**src/rtl/collision_scheduler.sv**
```systemverilog
// collision_scheduler
//
// Time-multiplexes a single point-in-box comparator across every projectile
// slot once per frame. P1 projectiles (slots 0..NUM_PROJ-1) are tested
// against the P2 body box; P2 projectiles (slots NUM_PROJ..S-1) against the
// P1 body box. All positions are snapshotted when the scan is accepted, so
// inputs may change freely while the scan runs.
//
// Optional build macro: COLLISION_SKIP_INACTIVE_EN
//   defined   - only active slots are visited, in ascending order
//               (scan length = popcount of snapshot proj_active, min 1)
//   undefined - fixed S-cycle scan over every slot
//
// Ports:
//   Clk, Reset_n           clock, asynchronous active-low reset
//   start                  one-cycle scan request (ignored unless idle)
//   proj_x, proj_y         packed 10-bit positions, slot k at [10k+9:10k]
//   proj_active            per-slot live flag
//   p1_x/p1_y, p2_x/p2_y   hitbox top-left corners
//   busy                   high while scanning
//   done                   one-cycle pulse on the final evaluation edge
//   hit_valid              one-cycle pulse per hit; hit_idx/hit_tgt qualify it
//   hit_tgt                0 = P1 was hit, 1 = P2 was hit
//   hit_mask               slots that hit during the last scan
//   hit_cnt_p1/hit_cnt_p2  hits taken by each player during the last scan
module collision_scheduler #(
    parameter  int NUM_PROJ = 4,
    parameter  int TGT_W    = 64,
    parameter  int TGT_H    = 96,
    parameter  int CW       = $clog2(NUM_PROJ + 1),
    localparam int S        = 2 * NUM_PROJ,
    localparam int IW       = $clog2(S)
) (
    input  logic            Clk,
    input  logic            Reset_n,
    input  logic            start,
    input  logic [10*S-1:0] proj_x,
    input  logic [10*S-1:0] proj_y,
    input  logic [S-1:0]    proj_active,
    input  logic [9:0]      p1_x,
    input  logic [9:0]      p1_y,
    input  logic [9:0]      p2_x,
    input  logic [9:0]      p2_y,
    output logic            busy,
    output logic            done,
    output logic            hit_valid,
    output logic [IW-1:0]   hit_idx,
    output logic            hit_tgt,
    output logic [S-1:0]    hit_mask,
    output logic [CW-1:0]   hit_cnt_p1,
    output logic [CW-1:0]   hit_cnt_p2
);

    typedef enum logic {IDLE, SCAN} state_t;

    state_t state, state_nx;

    // Frame snapshot
    logic [S-1:0][9:0] snap_x, snap_y;
    logic [S-1:0]      snap_act;
    logic [9:0]        snap_p1x, snap_p1y, snap_p2x, snap_p2y;

    logic [IW-1:0] idx, idx_nx, idx_first;
    logic          last;

    // Comparator for the slot currently addressed by idx
    logic [9:0] ox, oy, tx, ty;
    logic       tgt_p2, contact, hit_now;

    always_comb begin
        ox     = snap_x[idx];
        oy     = snap_y[idx];
        tgt_p2 = (idx < IW'(NUM_PROJ));
        tx     = tgt_p2 ? snap_p2x : snap_p1x;
        ty     = tgt_p2 ? snap_p2y : snap_p1y;
        // Far edges are formed 11 bits wide so a box near x/y=1023 does not
        // wrap around to the left/top of the field.
        contact = ({1'b0, ox} >= {1'b0, tx}) &&
                  ({1'b0, ox} <  ({1'b0, tx} + 11'(TGT_W))) &&
                  ({1'b0, oy} >= {1'b0, ty}) &&
                  ({1'b0, oy} <  ({1'b0, ty} + 11'(TGT_H)));
        hit_now = snap_act[idx] && contact;
    end

`ifdef COLLISION_SKIP_INACTIVE_EN
    // Slot ordering: jump straight between active slots. The downward loops
    // leave the lowest qualifying index in place.
    always_comb begin
        idx_first = '0;
        for (int i = S - 1; i >= 0; i--)
            if (proj_active[i]) idx_first = IW'(i);
        idx_nx = idx;
        last   = 1'b1;
        for (int i = S - 1; i >= 0; i--)
            if ((i > int'(idx)) && snap_act[i]) begin
                idx_nx = IW'(i);
                last   = 1'b0;
            end
    end
`else
    // Slot ordering: every slot, 0..S-1.
    always_comb begin
        idx_first = '0;
        idx_nx    = idx + 1'b1;
        last      = (idx == IW'(S - 1));
    end
`endif

    always_ff @(posedge Clk or negedge Reset_n) begin
        if (!Reset_n) state <= IDLE;
        else          state <= state_nx;
    end

    always_comb begin
        state_nx = state;
        case (state)
            IDLE: if (start) state_nx = SCAN;
            SCAN: if (last)  state_nx = IDLE;
        endcase
    end

    always_ff @(posedge Clk or negedge Reset_n) begin
        if (!Reset_n) begin
            snap_x     <= '0;
            snap_y     <= '0;
            snap_act   <= '0;
            snap_p1x   <= '0;
            snap_p1y   <= '0;
            snap_p2x   <= '0;
            snap_p2y   <= '0;
            idx        <= '0;
            busy       <= 1'b0;
            done       <= 1'b0;
            hit_valid  <= 1'b0;
            hit_idx    <= '0;
            hit_tgt    <= 1'b0;
            hit_mask   <= '0;
            hit_cnt_p1 <= '0;
            hit_cnt_p2 <= '0;
        end else begin
            done      <= 1'b0;
            hit_valid <= 1'b0;
            case (state)
                IDLE: begin
                    if (start) begin
                        snap_x     <= proj_x;
                        snap_y     <= proj_y;
                        snap_act   <= proj_active;
                        snap_p1x   <= p1_x;
                        snap_p1y   <= p1_y;
                        snap_p2x   <= p2_x;
                        snap_p2y   <= p2_y;
                        hit_mask   <= '0;
                        hit_cnt_p1 <= '0;
                        hit_cnt_p2 <= '0;
                        idx        <= idx_first;
                        busy       <= 1'b1;
                    end
                end
                SCAN: begin
                    if (hit_now) begin
                        hit_valid     <= 1'b1;
                        hit_idx       <= idx;
                        hit_tgt       <= tgt_p2;
                        hit_mask[idx] <= 1'b1;
                        // At most NUM_PROJ hits per player, so CW never overflows.
                        if (tgt_p2) hit_cnt_p2 <= hit_cnt_p2 + 1'b1;
                        else        hit_cnt_p1 <= hit_cnt_p1 + 1'b1;
                    end
                    idx <= idx_nx;
                    if (last) begin
                        done <= 1'b1;
                        busy <= 1'b0;
                    end
                end
            endcase
        end
    end

endmodule

```
**config.mk**
```make
export PLATFORM = sky130hd
export DESIGN_NAME = collision_scheduler
export DESIGN_NICKNAME = d
export VERILOG_FILES = /design/src/rtl/collision_scheduler.sv
export SDC_FILE = /design/constraint.sdc
export NUM_CORES = 1
export LEC_CHECK = 0
export ABC_CLOCK_PERIOD_IN_PS = 5100
export BUFFER_PORTS_ARGS = -buffer_cell sky130_fd_sc_hd__buf_4
export CORE_MARGIN = 5
export CORE_UTILIZATION = 55
export CTS_BUF_LIST = sky130_fd_sc_hd__clkbuf_4 sky130_fd_sc_hd__clkbuf_8
export CTS_CLUSTER_DIAMETER = 80
export DETAILED_ROUTE_END_ITERATION = 16
export PLACE_DENSITY = 0.76
export SLEW_MARGIN = 20
export SYNTH_ARGS = -nofsm -noshare
export SYNTH_HDL_FRONTEND = slang
export SYNTH_SLANG_ARGS = --single-unit
export TNS_END_PERCENT = 30
```
**constraint.sdc**
```tcl
create_clock -name Clk -period 5.1 [get_ports Clk]
set_input_delay 0.51 -clock Clk [delete_from_list [all_inputs] [get_ports Clk]]
set_output_delay 0.51 -clock Clk [all_outputs]
set_load 0.005 [all_outputs]
```
# Word level (Yosys, flattened, before mapping)
# Cells that the tools add are included.
totals:
  output_inout_bits: 21
  wordCells: 93
  regBits: 233
  inputBits: 211
classes:
  magnitude_cmp: 7
  n_eq_ne: 6
  n_mux: 31
  addsub: 5
  n_reduce_logical: 11
  bitwise: 2
op_table:
  columns: ["cell", "n"]
  rows:
  - ["$bmux 10 s3", 2]
  - ["$mux 10", 4]
  - ["$add 10x7->11 const B", 2]
  - ["$lt 10x11->1", 2]
  - ["$ge 10x10->1", 2]
  - ["$pmux 3 s2", 3]
  - ["$mux 8", 2]
  - ["$pmux 8 s2", 1]
  - ["$mux 3", 5]
  - ["$mux 1", 10]
  - ["$add 3x1->3 const B", 3]
  - ["$or 8x8->8", 1]
  - ["$reduce_and 2->1", 4]
  - ["$ne 2x1->1 const B", 3]
  - ["$reduce_and 3->1", 2]
  - ["$logic_and 1x1->1", 5]
  - ["$lt 3x4->1 const B", 1]
  - ["$ne 2x2->1 const B", 2]
  - ["$pmux 1 s2", 2]
  - ["$bmux 1 s3", 1]
  - ["$demux 1 s3", 1]
  - ["$eq 3x3->1 const B", 1]
  - ["$ge 3x1->1 const B", 1]
  - ["$lt 3x3->1 const B", 1]
  - ["$not 1->1", 1]

# Logic depth before layout (Yosys ltp)
# Gate-level depths: netlist of run 1.
logic_depth:
  word_depth: 10
  mapped_depth: 18

# Worst setup path before layout of run 1
# Ideal clock, no wire load.
synth_path:
  path_kind: "reg-to-reg"
  start: "reg idx[2]"
  end: "reg hit_mask[0]"
  path_slack_ns: 1.839
  path_stages_with_launch: 19
  arrival_time_ns: 3.124
  period_less_slack_ns: 3.261
  t_required_ns: 4.963
  setup_time_ns: 0.137
  cell_sequence: "dfrtp_1 -> buf_6 -> buf_12 -> buf_2 -> nand2_1 -> nor2_1 -> clkbuf_1 -> a22oi_1 -> and3_1 -> ha_1 -> nand2b_1 -> a211o_1 -> a211oi_1 -> o21ai_0 -> nand4_4 -> inv_4 -> buf_8 -> a21oi_2 -> nor2_2"
synth_via:
  elab_chain_cells: 10
  elab_cells_between_ends: 29
  classes_between: "2 x add/sub; 7 x order compare; 1 x eq/ne; 12 x mux; 1 x bitwise; 6 x reduce/logical"
synth_lines:
  columns: ["item", "line_no", "rtl"]
  rows:
  - ["start, declared", "63", "logic [IW-1:0] idx, idx_nx, idx_first;"]
  - ["start signal, assigned", "156", "idx <= idx_first;"]
  - ["start signal, assigned", "170", "idx <= idx_nx;"]
  - ["$lt 3x3->1", "73", "tgt_p2 = (idx < IW'(NUM_PROJ));"]
  - ["$mux 10", "74", "tx = tgt_p2 ? snap_p2x : snap_p1x;"]
  - ["$add 10x7->11", "79", "({1'b0, ox} < ({1'b0, tx} + 11'(TGT_W))) &&"]
  - ["$lt 10x11->1", "79", null]
  - ["$logic_and 1x1->1", "78", "contact = ({1'b0, ox} >= {1'b0, tx}) &&"]
  - ["$logic_and 1x1->1", "79", null]
  - ["$logic_and 1x1->1", "80", "({1'b0, oy} >= {1'b0, ty}) &&"]
  - ["$logic_and 1x1->1", "82", "hit_now = snap_act[idx] && contact;"]
  - ["$ne 2x1->1 (no line)", null, null]
  - ["$reduce_and 2->1 (no line)", null, null]
  - ["end signal, assigned", "137", "hit_mask <= '0;"]
  - ["end signal, assigned", "153", "hit_mask <= '0;"]
  - ["end signal, assigned by index", "165", "hit_mask[idx] <= 1'b1;"]
  - ["end, declared", "49", "output logic [S-1:0] hit_mask,"]
# Several ways; a longest one is shown, not always the timed one. The select of a mux whose other input is x is not followed.
# A chain may end at the register's enable or synchronous reset.

# Worst setup path in the final report of run 1
layout_path:
  start: "reg idx[0]"
  end: "reg hit_cnt_p1[2]"
layout_via:
  elab_chain_cells: 10
  elab_cells_between_ends: 22
  classes_between: "2 x add/sub; 5 x order compare; 2 x eq/ne; 8 x mux; 5 x reduce/logical"
layout_lines:
  columns: ["item", "line_no", "rtl"]
  rows:
  - ["$lt 3x3->1", "73", null]
  - ["$mux 10", "74", null]
  - ["$add 10x7->11", "79", null]
  - ["$lt 10x11->1", "79", null]
  - ["$logic_and 1x1->1", "78", null]
  - ["$logic_and 1x1->1", "79", null]
  - ["$logic_and 1x1->1", "80", null]
  - ["$logic_and 1x1->1", "82", null]
  - ["$ne 2x1->1 (no line)", null, null]
  - ["$reduce_and 3->1 (no line) *", null, null]
  - ["end signal, assigned", "168", "else hit_cnt_p1 <= hit_cnt_p1 + 1'b1;"]
  - ["end, declared", "50", "output logic [CW-1:0] hit_cnt_p1,"]
# Every way passes the cells marked *; elsewhere a longest branch is shown, timed or not. The select of a mux whose other input is x is not followed.

==> results of run 1 <==
-- worst paths after layout --
check	startpoint	depth (start not counted)	end
hold reg to reg	snap_p2x[9]	2	snap_p2x[9]
max in group asynchronous	Reset_n	2	snap_x[44]
setup reg to reg	idx[0]	13	hit_cnt_p1[2]
min in group Clk	proj_y[23]	3	snap_y[23]
setup / recovery	idx[0]	13	hit_cnt_p1[2]
hold / removal	Reset_n	1	snap_y[66]
-- metal layers --
metal | part of all wire | vias to the layer above
met5 | 0 | -
met4 | 0.034 | 0
met3 | 0.084 | 68
met2 | 0.48 | 405
met1 | 0.41 | 4394
li1 | - | 4436
-- cells in the final DEF (no fill, tap or decap), types with 2 or more instances in the layout --
cell type   instances
nand2_1           633
buf_4             246
dfrtp_1           232
a22oi_1            76
clkbuf_8           50
ha_1               35
mux2i_1            23
nand4_1            21
clkbuf_4           12
a21oi_1            10
a21oi_2            10
nor2_1             10
nor2_2              9
inv_1               8
a21o_1              6
nand3_1             6
nand2b_1            5
o21ai_0             5
mux2_2              5
and3_1              4
xor2_1              4
xnor2_1             3
o31ai_1             3
nor3b_2             3
nor3_2              3
a211o_1             3
clkinvlp_4          3
nand4b_1            2
a22o_1              2
a221oi_1            2
nor3_1              2
mux2i_2             2
a31oi_1             2
clkinv_2            2
-- state kept, by name (all words and copies together), names as in the netlist --
register and count:
snap_x 80, snap_y 80, snap_p1x 10, snap_p1y 10, snap_p2x 10, snap_p2y 10, hit_mask 8, snap_act 8
hit_cnt_p1 3, hit_cnt_p2 3, hit_idx 3, idx 3, busy 1, done 1, hit_tgt 1, hit_valid 1
state 1
-- stage by stage --
step                cell area, µm²  power, µW  instances  hold WS, ps
floorplan                    10800       5850       1224          214
global placement             12700       6870       1664          454
detailed placement           12700       7040       1664          459
CTS                          13600       8760       1731          102
global route                 13600       9410       1731          141
finish                       13600       8740       1731         44.3
-- final cells by class --
class                   instances  share of cell area
clock buffers                  62              0.0574
clock inverters                 5             0.00240
inverters                      10             0.00295
multi-input cells             908               0.344
flip-flops and latches        233               0.430
well taps                     265              0.0245
repair buffers                248               0.139
-- kinds of logic (layout without fill, tap and decap cells) --
| group | count (synthesis) | in the layout | share of synthesized area |
|---|---|---|---|
| fa+ha+maj | 35 | 35 | 0.0405 |
| simple gates | 707 | 707 | 0.262 |
| buf+inv | 83 | 325 | 0.0339 |
| xor+xnor | 7 | 7 | 0.00567 |
| mux | 31 | 31 | 0.0301 |
| compound gates | 128 | 128 | 0.0885 |
| flops | 233 | 233 | 0.539 |
-- worst reg2reg max path: stages, from the launching register on --
cell and delay (ps):
dfrtp_1 710, and3_1 830, a22o_1 240, a221oi_1 50, and3_1 230, ha_1 280, nand2b_1 140, a211o_1 290
a211oi_1 190, o21ai_0 200, nand4_4 230, inv_4 130, nand2_2 130, mux2i_1 180
-- power by group --
group	internal (µW)	switching [µW]	total, µW
logic	1550	2230	3780
registers	2700	571	3270
clock network	964	726	1690
total	5210	3530	8740
==> key figures, run 1 <==
Critical path
  • Max stage delay on crit path: 820 ps
  • WP buf/inv: 1
  • Critical path capture point type: register
  • Cell family with most CP delay: simple AND/OR/NAND/NOR gates
  • Setup slack, reg-to-reg: 1190 ps
  • Critical Path Most Common Cell: and3_1
  • Req. time, crit path: 5550 ps
  • Crit path max fanout: 18
  • CP max stage cell: and3_1
  • Crit-path cells: and3_1 -> a22o_1 -> a221oi_1 -> and3_1 -> ha_1 -> nand2b_1 -> a211o_1 -> a211oi_1 -> o21ai_0 -> nand4_4 -> inv_4 -> nand2_2 -> mux2i_1
  • CP Launch Type: register
  • Setup Crit Path Kind: register to register
  • Worst Path Arrival: 4360 ps

Die
  • Die Wd: 150 µm
  • FP Rows: 51
  • Die Area: 22,600 µm²
  • Initial Util: 0.557
  • Io pins: 232
  • Die Ht: 150 µm
  • Core area: 19,400 µm²

Run
  • Max-Cap Viols: 0

Clocking
  • Inserted Clock Buffers: 39
  • CTS H-tree depth: 2
  • Clk_lat worst skew: 550 ps
  • CTS clk-pin slew, worst paths: 60 ps
  • CTS Hold Buffers Added: 0
  • Resized Gates After CTS: 0
  • Root buffer cell: clkbuf_8
  • TritonCTS clock tree: yes
  • Setup bufs post-CTS: 0
  • CTS max path bufs: 3
  • Clock Sinks: 233

GRT
  • Largest net degree at the start of global routing: 132
  • GRT busiest layer: met2
  • Aggregate global-route resource usage: 0.267
  • Number of global-route vias before repair: 9,258
  • Global routing usage on met3: 0.0533
  • Initial antenna violation count: 0
  • GRT met1 Usage: 0.356
  • First-pass GRT wire length: 47.1 mm
  • Total gr overflow: 0
  • Met2 Use GR: 0.430

Yosys
  • Synth warn: 0
  • Ys async rst share: 1.00
  • Syn_nets: 1,470
  • Syn_area_per_cell: 8.84 µm²
  • Post-synth top flop: dfrtp_1
  • Seq/Total Area, Yosys: 0.539
  • #FFs+latches synth: 233
  • Post-synth top area cell: dfrtp_1
  • Mapped Cells: 1,224
  • Post-synthesis cell type count: 53
  • Synth area leaders: dfrtp_1 54%, nand2_1 22%, a22oi_1 5.3%, ha_1 4.0%, mux2i_1 2.1%
  • EDFF count, synth: 0
  • Top-count cell post-synth: nand2_1
  • Mapped cell area: 10,800 µm²
  • Commonest cells in the synthesized netlist: 633 x nand2_1, 233 x dfrtp_1, 76 x a22oi_1, 56 x clkbuf_1, 35 x ha_1
  • Post-synth top area share: 0.539

Finish
  • FF/Latch Area: 5830 µm²
  • Layout filler cell count: 1,574
  • Net count, final: 1,686
  • Multi-input gate area: 4660 µm²
  • Layout overhead on the synthesized area: 25.3%
  • Layout cells sized above 1: 0.244
  • Final core occ: 0.699
  • Number of inserted diodes: 0

STA
  • RSZ-0062 raised after global routing: false
  • Actual slew at the worst max-slew pin: 1070 ps
  • Pins Over Slew Limit: 0
  • Fmax achieved: 256 MHz
  • Final setup violation count: 0
  • Max-slew headroom: 0.290
  • Final worst-path cycle share: 0.766
  • Final-report hold violation count: 0
  • Final min period: 3910 ps
  • Setup_tns: 0 ps
  • Final worst setup slack: 1190 ps
  • Setup Skew: 18.5 ps

Detailed routing
  • DRC violations left: 0
  • Via density: 5.37
  • Routed WL: 30.2 mm
  • Drt wl/cell: 17.4 µm
  • 1st-iter DRT viols: 755
  • Detail Route Antenna Nets: 0
  • First-pass DRT Iterations: 5
  • Vias: 9,303

Power
  • Max VDD drop: 0.292 mV
  • Power Density: 645 nW/µm²
  • P_leak: 0.00725 µW

Outcome
  • Status: complete, no violations

Hold path
  • Hold crit path type: input pin to async pin

Place
  • IO buf count: 231
  • Dpl ws: 1210 ps
  • Detailed placement HPWL: 21.4 mm
  • Placer Congestion: 0.946
No activity file was read; power rests on OpenSTA's default activity.
==> inputs of run 2 (changes only) <==
--- a/config.mk
+++ b/config.mk
@@ -5,14 +5,14 @@
 export SDC_FILE = /design/constraint.sdc
 export NUM_CORES = 1
 export LEC_CHECK = 0
-export ABC_CLOCK_PERIOD_IN_PS = 5100
+export ABC_CLOCK_PERIOD_IN_PS = 3500
 export BUFFER_PORTS_ARGS = -buffer_cell sky130_fd_sc_hd__buf_4
 export CORE_MARGIN = 5
-export CORE_UTILIZATION = 55
+export CORE_UTILIZATION = 51
 export CTS_BUF_LIST = sky130_fd_sc_hd__clkbuf_4 sky130_fd_sc_hd__clkbuf_8
 export CTS_CLUSTER_DIAMETER = 80
 export DETAILED_ROUTE_END_ITERATION = 16
-export PLACE_DENSITY = 0.76
+export PLACE_DENSITY = 0.74
 export SLEW_MARGIN = 20
 export SYNTH_ARGS = -nofsm -noshare
 export SYNTH_HDL_FRONTEND = slang
==> constraint.sdc (replaced) <==
create_clock -name Clk -period 3.5 [get_ports Clk]
set_input_delay 0.35 -clock Clk [delete_from_list [all_inputs] [get_ports Clk]]
set_output_delay 0.35 -clock Clk [all_outputs]
set_load 0.005 [all_outputs]
==> run 2 against run 1 <==
Compared with the run above: sequential cell count is the same; hold slack got worse by 39 ps; non-clock buffer count increased by 39; count of clock-buffer cells in the layout shrank 1; first-iteration DRC count decreased by 17%; clock skew decreased by 6.1 ps; setup slack lost 1100 ps; critical endpoint is now hit_cnt_p1[1]; largest cell class unchanged.
==> key figures, run 2 (synthesized netlist as in run 1, its figures left out) <==
Power
  • Sequential power share: 0.359 (-0.015)
  • Int Power: 7860 µW (+51%)
  • Sw power: 5220 µW (+48%)
  • Max VDD drop: 0.465 mV (+59%)
  • Power Density: 929 nW/µm² (+44%)
  • Net Sw Frac: 0.399 (-0.00466)
  • Clock network fraction of total power: 0.193 (about the same)
  • P_leak: 0.00747 µW (+3.0%)
  • Combinational power share: 0.448 (+0.015)

Detailed routing
  • 1st-iter DRT viols: 630 (-17%)
  • Detail Route Antenna Nets: 0 (unchanged)
  • Drt wl/cell: 17.3 µm (-0.54%)
  • First-pass DRT Iterations: 6 (+1)
  • DRC violations left: 0 (unchanged)
  • Routed WL: 30.9 mm (+2.3%)
  • Vias: 9,451 (+1.6%)
  • Via density: 5.31 (-1.2%)

STA
  • Pins Over Slew Limit: 0 (unchanged)
  • Actual slew at the worst max-slew pin: 847 ps (-218 ps)
  • Max-slew headroom: 0.435 (+0.146)
  • Final worst-path cycle share: 0.963 (+0.197)
  • Setup Skew: 12.4 ps (-6.09 ps)
  • Hold slack final: 5.76 ps (-38.5 ps)
  • Final setup violation count: 0 (unchanged)
  • Fmax achieved: 297 MHz (+16%)
  • Final min period: 3370 ps (-536 ps)
  • Final-report hold violation count: 0 (unchanged)
  • Final worst setup slack: 131 ps (-1060 ps)

Run
  • Max-Cap Viols: 0 (unchanged)

Clocking
  • Root buffer cell: clkbuf_8
  • TritonCTS clock tree: yes
  • Inserted Clock Buffers: 39 (unchanged)
  • Clock Sinks: 233 (unchanged)
  • Clk_lat worst skew: 530 ps (-20 ps)
  • CTS clk-pin slew, worst paths: 60 ps (about the same)
  • CTS max path bufs: 3 (unchanged)
  • CTS H-tree depth: 2 (unchanged)

Outcome
  • Status: complete, no violations

Die
  • Initial Util: 0.516 (-0.0414)
  • Io pins: 232 (unchanged)
  • Die Area: 24,200 µm² (+7.3%)
  • FP Rows: 53 (+3.9%)
  • Die Ht: 156 µm (+3.6%)
  • Core area: 21,000 µm² (+8.0%)
  • Die Wd: 156 µm (+3.6%)

Critical path
  • Reg2reg path depth: 15 (+2)
  • Req. time, crit path: 3910 ps (-1640 ps)
  • Setup Crit Path Kind: register to register
  • Critical path capture point type: register
  • Crit path max fanout: 21 (+3)
  • CP Launch Type: register
  • Worst Path Arrival: 3780 ps (-580 ps)

Finish
  • Biggest regs: snap_x x80, snap_y x80
  • Final Instance Area: 14,100 µm² (+3.9%)
  • FF/Latch Area: 5830 µm² (unchanged)
  • Layout cells sized above 1: 0.247 (+0.00247)
  • Final std cells w/o fill: 1,780 (+2.8%)
  • Layout overhead on the synthesized area: 30.2%
  • Net count, final: 1,725 (+2.3%)
  • Commonest non-fill, non-tap cell in the layout: nand2_1
  • Layout filler cell count: 1,704 (+8.3%)
  • Multi-input gate area: 4670 µm² (+0.24%)
  • Most frequent cells in the layout: 633 x nand2_1, 248 x buf_4, 232 x dfrtp_1, 76 x a22oi_1, 49 x clkbuf_8

Hold path
  • Worst Hold Depth: 3
  • Hold crit path type: input pin to register

Place
  • Placer Congestion: 0.863 (-8.8%)
  • Placement Cell Area: 12,900 µm² (+1.5%)
  • Dpl ws: -92.9 ps (-1310 ps)
  • Detailed placement HPWL: 21.9 mm (+2.3%)
  • Dpl cells: 1,684 (+1.2%)
  • IO buf count: 231 (unchanged)

GRT
  • Number of global-route vias before repair: 9,464 (+2.2%)
  • First-pass GRT wire length: 49.1 mm (+4.2%)
  • Largest net degree at the start of global routing: 109 (-17%)
  • Aggregate global-route resource usage: 0.254 (-0.0131)
  • Initial antenna violation count: 1 (+1)
  • Total gr overflow: 0 (unchanged)
## run 2: stage by stage
step / utilization / power [µW] / setup TNS [ps]
after floorplan: - / 8520 / 0
after global placement: 0.617 / 10200 / -21.1
after detailed placement: 0.617 / 10400 / -278
after CTS: 0.669 / 13000 / 0
after global routing: 0.672 / 14100 / -3.20
final: 0.672 / 13100 / 0
## run 2: worst paths after layout
path	start	endpoint	slack [ps]
hold reg to reg	snap_act[0]	snap_act[0]	470
setup reg to reg	idx[2]	hit_cnt_p1[1]	130
hold / removal	proj_active[1]	snap_act[1]	6
setup / recovery	idx[2]	hit_cnt_p1[1]	130
min in group asynchronous	Reset_n	snap_y[45]	430
max in group asynchronous	Reset_n	snap_x[75]	2240
## run 2: final cells by class
type / count / share of cell area
Timing Repair Buffer: 287 / 0.168
Clock inverter: 5 / 0.00400
Multi-Input combinational cell: 908 / 0.332
Sequential cell: 233 / 0.414
Antenna cell: 1 / 0.000178
Inverter: 10 / 0.00320
Clock buffer: 61 / 0.0543
Tap cell: 275 / 0.0244
## run 2: power by group through the flow
stage / Sequential (µW) / Clock, µW / Combinational [µW]
6_report: 4700 / 2530 / 5860
5_1_grt: 4820 / 2690 / 6580
4_1_cts: 4670 / 2570 / 5770
3_5_place_dp: 4700 / 0 / 5710
3_3_place_gp: 4660 / 0 / 5520
2_1_floorplan: 4460 / 0 / 4060
## run 2: repair_timing
action,in CTS,in global routing
gates resized for setup,1,5
hold buffers,25,1
pin swaps,0,2
buffers inserted,0,3
endpoints found under the setup margin,11,17
endpoints found under the hold margin,129,1
## run 2: metal layers
metal / track usage / vias up / routed length [µm]
met3: 0.0494 / 54 / 2420
met1: 0.346 / 4496 / 12700
met2: 0.415 / 381 / 14900
met5: 0 / - / 0
met4: 0.0817 / 0 / 823
li1: - / 4520 / -
## run 2: critical path, stage by stage (launching register included)
cell      delay [ps]
dfrtp_2          440
buf_4            170
inv_2            120
nor3_2            80
buf_12           170
a22oi_1          280
nand4_1          130
ha_1             330
a21o_1           180
a21o_1           200
a221oi_2         300
o22a_2           200
nand4_4          220
inv_8            190
nand2_2          100
mux2i_1          140
